--- config.mk ---
export PLATFORM = sky130hd
export DESIGN_NAME = sbox_pipe
export DESIGN_NICKNAME = d
export VERILOG_FILES = /design/src/rtl/sbox_pipe.sv
export SDC_FILE = /design/constraint.sdc
export NUM_CORES = 2
export LEC_CHECK = 0
export CAP_MARGIN = 25
export CORE_MARGIN = 2
export CORE_UTILIZATION = 70
export DETAILED_ROUTE_END_ITERATION = 7
export PLACE_DENSITY = 0.93
export SLEW_MARGIN = 20
export SYNTH_ARGS = -nofsm -noshare
export SYNTH_HDL_FRONTEND = slang
export SYNTH_SLANG_ARGS = --single-unit
--- constraint.sdc ---
create_clock -name clk -period 44.1 [get_ports clk]
set_input_delay 8.82 -clock clk [delete_from_list [all_inputs] [get_ports clk]]
set_output_delay 8.82 -clock clk [all_outputs]
set_load 0.005 [all_outputs]
--- src/rtl/sbox_pipe.sv ---
// sbox_pipe: multi-lane AES S-box (forward/inverse) behind a stallable
// pipeline. Every pipeline flop sits on one scan chain.
// Each stage is stored as {d, inv, v}, so the flattened register vector is
// the scan chain itself: bit 0 is v[1], the top bit is the MSB of d[STAGES].

// One byte lane: the same GF(2^8) inverter serves both directions; only the
// affine step moves to the other side of it.
module sbox_lane (
  input  logic [7:0] i_d,
  input  logic       i_inv,
  output logic [7:0] o_q
);
  // GF(2^8) multiply, reduction polynomial 0x11B
  function automatic logic [7:0] gf_mul(input logic [7:0] a, input logic [7:0] b);
    logic [7:0] p, x;
    p = 8'h00;
    x = a;
    for (int i = 0; i < 8; i++) begin
      if (b[i]) p ^= x;
      x = x[7] ? ((x << 1) ^ 8'h1b) : (x << 1);
    end
    return p;
  endfunction

  // a^254 == a^-1 for a != 0, and 0 for a == 0
  function automatic logic [7:0] gf_inv(input logic [7:0] a);
    logic [7:0] sq, acc;
    sq  = a;
    acc = 8'h01;
    for (int i = 0; i < 7; i++) begin
      sq  = gf_mul(sq, sq);
      acc = gf_mul(acc, sq);
    end
    return acc;
  endfunction

  function automatic logic [7:0] aff_fwd(input logic [7:0] a);
    return a ^ {a[6:0], a[7]} ^ {a[5:0], a[7:6]} ^ {a[4:0], a[7:5]}
             ^ {a[3:0], a[7:4]} ^ 8'h63;
  endfunction

  function automatic logic [7:0] aff_inv(input logic [7:0] a);
    return {a[6:0], a[7]} ^ {a[4:0], a[7:5]} ^ {a[1:0], a[7:2]} ^ 8'h05;
  endfunction

  logic [7:0] w_pre, w_gi;

  assign w_pre = i_inv ? aff_inv(i_d) : i_d;
  assign w_gi  = gf_inv(w_pre);
  assign o_q   = i_inv ? w_gi : aff_fwd(w_gi);
endmodule

module sbox_pipe #(
  parameter int LANES  = 4,
  parameter int STAGES = 2
) (
  input  logic               clk,
  input  logic               rst,
  input  logic               in_valid,
  output logic               in_ready,
  input  logic               in_inv,
  input  logic [8*LANES-1:0] in_data,
  output logic               out_valid,
  input  logic               out_ready,
  output logic [8*LANES-1:0] out_data,
  input  logic               scan_en,
  input  logic               scand,
  output logic               scanq
);
  localparam int DW = 8 * LANES;
  localparam int W  = DW + 2;       // one stage: {d, inv, v}
  localparam int N  = STAGES * W;   // scan chain length

  logic [STAGES-1:0][W-1:0] r_st;
  logic [STAGES-1:0][W-1:0] w_nxt;
  logic [N-1:0]             w_flat, w_shift;
  logic [W-1:0]             w_src;   // stage feeding the substitution logic
  logic [DW-1:0]            w_sub;
  logic                     w_adv;

  assign w_flat  = r_st;
  assign w_shift = {w_flat[N-2:0], scand};

  // Global stall: everything moves only when the last stage can drain
  assign w_adv     = !r_st[STAGES-1][0] || out_ready;
  assign in_ready  = w_adv && !scan_en;
  assign out_valid = r_st[STAGES-1][0];
  assign out_data  = r_st[STAGES-1][W-1:2];
  assign scanq     = r_st[STAGES-1][W-1];

  // Single stage substitutes on the way in; deeper pipes register the raw
  // input first and substitute into the last stage.
  generate
    if (STAGES == 1) begin : g_src_in
      assign w_src = {in_data, in_inv, in_valid};
    end else begin : g_src_reg
      assign w_src = r_st[STAGES-2];
    end
    for (genvar k = 0; k < LANES; k++) begin : g_lane
      sbox_lane u_lane (
        .i_d   (w_src[2+8*k +: 8]),
        .i_inv (w_src[1]),
        .o_q   (w_sub[8*k +: 8])
      );
    end
  endgenerate

  // Next-stage values in normal mode: plain shift, last stage gets the S-box output
  always_comb begin
    w_nxt[0] = {in_data, in_inv, in_valid};
    for (int s = 1; s < STAGES; s++) w_nxt[s] = r_st[s-1];
    w_nxt[STAGES-1] = {w_sub, w_src[1:0]};
  end

  // Pipeline registers: scan shift overrides, otherwise advance or hold
  always_ff @(posedge clk or posedge rst) begin
    if (rst)          r_st <= '0;
    else if (scan_en) r_st <= w_shift;
    else if (w_adv)   r_st <= w_nxt;
  end
endmodule

# Yosys cells after proc, flatten, opt, wreduce, memory -nomap -nowiden
# Index checks and enable logic that the tools add are counted.
# classes
n_mux,822
bitwise,788
n_reduce_logical,5
# ops
operator,count
two-way mux 8 bit,428
bitwise XOR 8 bit,388
two-way mux 5 bit,368
inverter 4 bit,368
two-way mux 68 bit,2
two-way mux 7 bit,4
"inverter 1 bit, first input constant",28
two-way mux 6 bit,4
two-way mux 4 bit,4
two-way mux 3 bit,4
two-way mux 2 bit,4
inverter 2 bit,4
two-way mux 1 bit,4
zero test 1 bit,2
nonzero test 2 bit,1
logical AND 1 bit,1
logical OR 1 bit,1
# totals
reg_bits,68
in_bits,39
output_inout_bits,35
wordCells,1617

# Logic depth before layout (Yosys ltp)
# logic_depth
word_depth,139
ltp_mapped,81
ltp_nobuf,65

# Modules after synthesis
# A second synthesis with hierarchy kept.
# hier_totals
hier_cells,8917
area_unflattened_um2,69302.7
# modules_own_cells
module,n_inst,cells_per_inst,area_per_inst_um2,seq_area_each_um2
sbox_lane,4,2125,16313.1,0.0
sbox_pipe,1,417,4050.1,1701.6

# Least setup slack after synthesis
# Ideal clock, no wire load.
# synth_path
path_type,input -> output
from,in out_ready
to,out in_ready
arrival_ps,9346
required_ps,35280
path_slack_ps,25934
stages,4
cell_sequence,nand2b_1 clkbuf_1 nand2_1 inv_1
# synth_between
elab_chain_len,2
# synth_lines
element,line_no,text
from (decl),64,"input logic out_ready,"
logical OR 1 bit,85,assign w_adv = !r_st[STAGES-1][0] || out_ready;
logical AND 1 bit,86,assign in_ready = w_adv && !scan_en;
to (decl),60,"output logic in_ready,"
# Every way passes these cells.

# Final worst setup path
# layout_path
from,reg r_st (netlist bit w_src[1])
to,reg r_st (netlist bit out_data[19])
# layout_between
elab_chain_len,130
word_cells_on_any_way,393
cone_classes,mux (207); bitwise (186)
# layout_lines
element,line_no,text
from (decl),74,logic [STAGES-1:0][W-1:0] r_st;
from (signal assigned),118,else if (scan_en) r_st <= w_shift;
from (signal assigned),119,else if (w_adv) r_st <= w_nxt;
two-way mux 8 bit,48,assign w_pre = i_inv ? aff_inv(i_d) : i_d;
two-way mux 8 bit / two-way mux 5 bit (equally long branches),"19, 20",
bitwise XOR 8 bit,19,if (b[i]) p ^= x;
two-way mux 8 bit,19,
bitwise XOR 8 bit,19,
two-way mux 8 bit,19,
bitwise XOR 8 bit,19,
two-way mux 8 bit,19,
(+112 left out),--,
two-way mux 8 bit,19,
bitwise XOR 8 bit,19,
two-way mux 8 bit,19,
bitwise XOR 8 bit (3 in series),38,"return a ^ {a[6:0], a[7]} ^ {a[5:0], a[7:6]} ^ {a[4:0], a[7:5]}"
bitwise XOR 8 bit,39,"^ {a[3:0], a[7:4]} ^ 8'h63;"
two-way mux 8 bit *,50,assign o_q = i_inv ? w_gi : aff_fwd(w_gi);
two-way mux 68 bit *,119,
two-way mux 68 bit *,118,
# Every way passes the cells marked *; elsewhere a longest branch is shown, timed or not. The select of a mux whose other input is x is not followed.
# A chain may end at the register's enable or synchronous reset.

==> flow_metrics.tcl <==
set metrics [dict create \
    final-setup-viol-count 0 \
    overflow 0 \
    yosysMostFrequentCell "xnor2_1" \
    cap_viol_max_count 0 \
    slowest_stage "dfrtp_4" \
    num_rows 110 \
    hold_buffers 0 \
    arrival_ns 21.73 \
    ys_seq_area_frac 0.0270 \
    area_growth_pct 3.22 \
    cts_resized 0 \
    cpMostUsedCell "xnor2_1" \
    dieArea_um2 92400 \
    drt_pass1_iterations 8 \
    synth_fp_nets 8694 \
    synth_cell_type_count 133 \
    routed-via-count 63165 \
    die_h_um 304 \
    fin_util 0.726 \
    crit_fanout 68 \
    cp_num_buf_inv 9 \
    wl_mm 182 \
    drv_slew 0 \
    synth_async_sr_flop_share 1.00 \
    synthFlopType "dfrtp_1" \
    drt_iter0_drc 8548 \
    drc 7 \
    finalCritPeriodShare 0.487 \
    globalplace.congestion 1.02 \
    nets 8401 \
    setup_tns_ns 0 \
    cts_tree "built" \
    io_buffer_count 73 \
    grt_pass1_vias 59638 \
    path_clk_slew_ns 0.07 \
    cts_root_buffer "clkbuf_16" \
    crit_type "flip-flop to flip-flop" \
    violations "design-rule violations" \
    synth-edff-count 0 \
    rsz0062_at_grt "false" \
    skew_ns 0.00849 \
    yosysWarningCount 0 \
    min_path_type "flip-flop to flip-flop" \
    grt_max_degree 112 \
    cts_buffers 9 \
    ant_nets 0 \
    n_antenna_cell 0 \
    synth_area_um2 63000 \
    track_usage 0.372 \
    core_area_um2 89600 \
    cts_buffer_depth 2 \
    antenna_found_initial 0 \
    netlist_top_cells_area "xnor2_1 (23%), xnor3_1 (8.8%), nor2_1 (7.8%), xor2_1 (6.4%), nand2_1 (4.8%)" \
    crit_required_ns 44.34 \
    synth_top_area_frac 0.232 \
    wl_per_cell_um 19.1 \
    synth-seq-cells 68 \
    start_kind "flip-flop" \
    ios 74 \
    final-hold-violation-count 0 \
    crit_family "XOR/XNOR gates" \
    max_slew.worst_pin.slew_ns 1.15 \
    end_kind "flip-flop" \
    post-cts-setup-buffers 0 \
    htreeDepth 3 \
    start_util 0.703 \
    synth_cells 8627 \
    slowest_delay_ns 0.95 \
    ys_top_cells_by_count "xnor2_1 (1665), nor2_1 (1306), nand2_1 (797)" \
    via_per_inst 6.64 \
    grt_pass1_wl_mm 297 \
    layout-drive-gt1-share 0.0854 \
    fp.dieW_um 304 \
    clk_latency_ns 0.36 \
    clkSinkCount 68 \
    fmax_mhz 46.5 \
    status "finished with violations" \
    period_minus_slack_ns 21.49 \
    post-dp-hpwl_mm 130 \
    netlist.top_cell.by_area "xnor2_1" \
    synth_area_per_cell_um2 7.30 \
    slew_headroom 0.229 \
]
-- sequential cells by signal, summed over array words and instances, names as in the netlist --
signal / cells
out_data: 32
out_valid: 1
r_st: 1
w_src: 34
-- cell usage in the layout (no fill, tap or decap), types with 45 or more instances in the layout --
| master | instances |
|---|---|
| nand2_1 | 797 |
| xor3_1 | 52 |
| or3_1 | 57 |
| buf_4 | 256 |
| o21ai_0 | 382 |
| a21oi_1 | 493 |
| nor2b_1 | 63 |
| nor3_1 | 203 |
| xnor2_2 | 160 |
| xnor3_1 | 247 |
| a211oi_1 | 80 |
| a22oi_1 | 55 |
| nor2_1 | 1306 |
| mux2i_1 | 252 |
| inv_1 | 88 |
| dfrtp_1 | 67 |
| o22ai_1 | 108 |
| o21ai_1 | 63 |
| o21a_1 | 45 |
| xor2_1 | 447 |
| clkdlybuf4s50_1 | 72 |
| mux2_2 | 50 |
| a31oi_1 | 86 |
| xnor2_1 | 1622 |
| and2_1 | 58 |
| o211ai_1 | 60 |
| xor2_2 | 48 |
| nand3_1 | 186 |
| nand2b_1 | 59 |
-- cells by family after synthesis --
group / count (synthesis) / share of synthesized area
buffers and inverters: 768 / 0.0541
DFF: 68 / 0.0270
xor gates and xnor gates: 2616 / 0.459
muxes: 321 / 0.0536
and+or+nand+nor: 2939 / 0.203
AOI/OAI and AO/OA: 1886 / 0.197
adders and majority gates: 29 / 0.00572
-- per-stage QoR --
| stage | cells | setup WS, ns | hold WS [ns] | area (um^2) |
|---|---|---|---|---|
| 2_1_floorplan | 8627 | 25.93 | 0.457 | 63000 |
| 4_1_cts | 9504 | 22.94 | 0.525 | 64900 |
| 3_5_place_dp | 9488 | 23.05 | 0.511 | 64600 |
| 3_3_place_gp | 9484 | 23.83 | 0.490 | 64600 |
| 5_1_grt | 9515 | 21.10 | 0.531 | 65000 |
| 6_report | 9515 | 22.61 | 0.524 | 65000 |
-- final timing paths --
| kind | cells after the start | endpoint | slack (ns) | start |
|---|---|---|---|---|
| max in group asynchronous | 3 | w_src[1]$_DFFE_PP0P_ | 34.35 | rst |
| min in group asynchronous | 3 | w_src[15]$_DFFE_PP0P_ | 9.06 | rst |
| min reg2reg | 1 | out_data[3]$_DFFE_PP0P_ | 0.52 | out_data[2]$_DFFE_PP0P_ |
| min | 1 | out_data[3]$_DFFE_PP0P_ | 0.52 | out_data[2]$_DFFE_PP0P_ |
| max | 62 | out_data[19]$_DFFE_PP0P_ | 22.61 | w_src[1]$_DFFE_PP0P_ |
| max reg2reg | 62 | out_data[19]$_DFFE_PP0P_ | 22.61 | w_src[1]$_DFFE_PP0P_ |
-- per-layer routing --
metal | track usage | share of wire
met1 | 0.485 | 0.39
met2 | 0.621 | 0.46
met3 | 0.0486 | 0.10
met4 | 0.150 | 0.042
met5 | 0 | 0
-- cell type report --
cell class              count  area, um^2
clock inverters             7        81.3
multi-input cells        7791       58300
well taps                1176        1470
repair buffers            336        2710
fillers                  6835       24600
inverters                 128         480
flip-flops and latches     68        1710
clock buffers               9         225
Power is left out: the tool's default activity adds up to more than one toggle a clock period on the data nets, which glitch-free logic cannot reach.
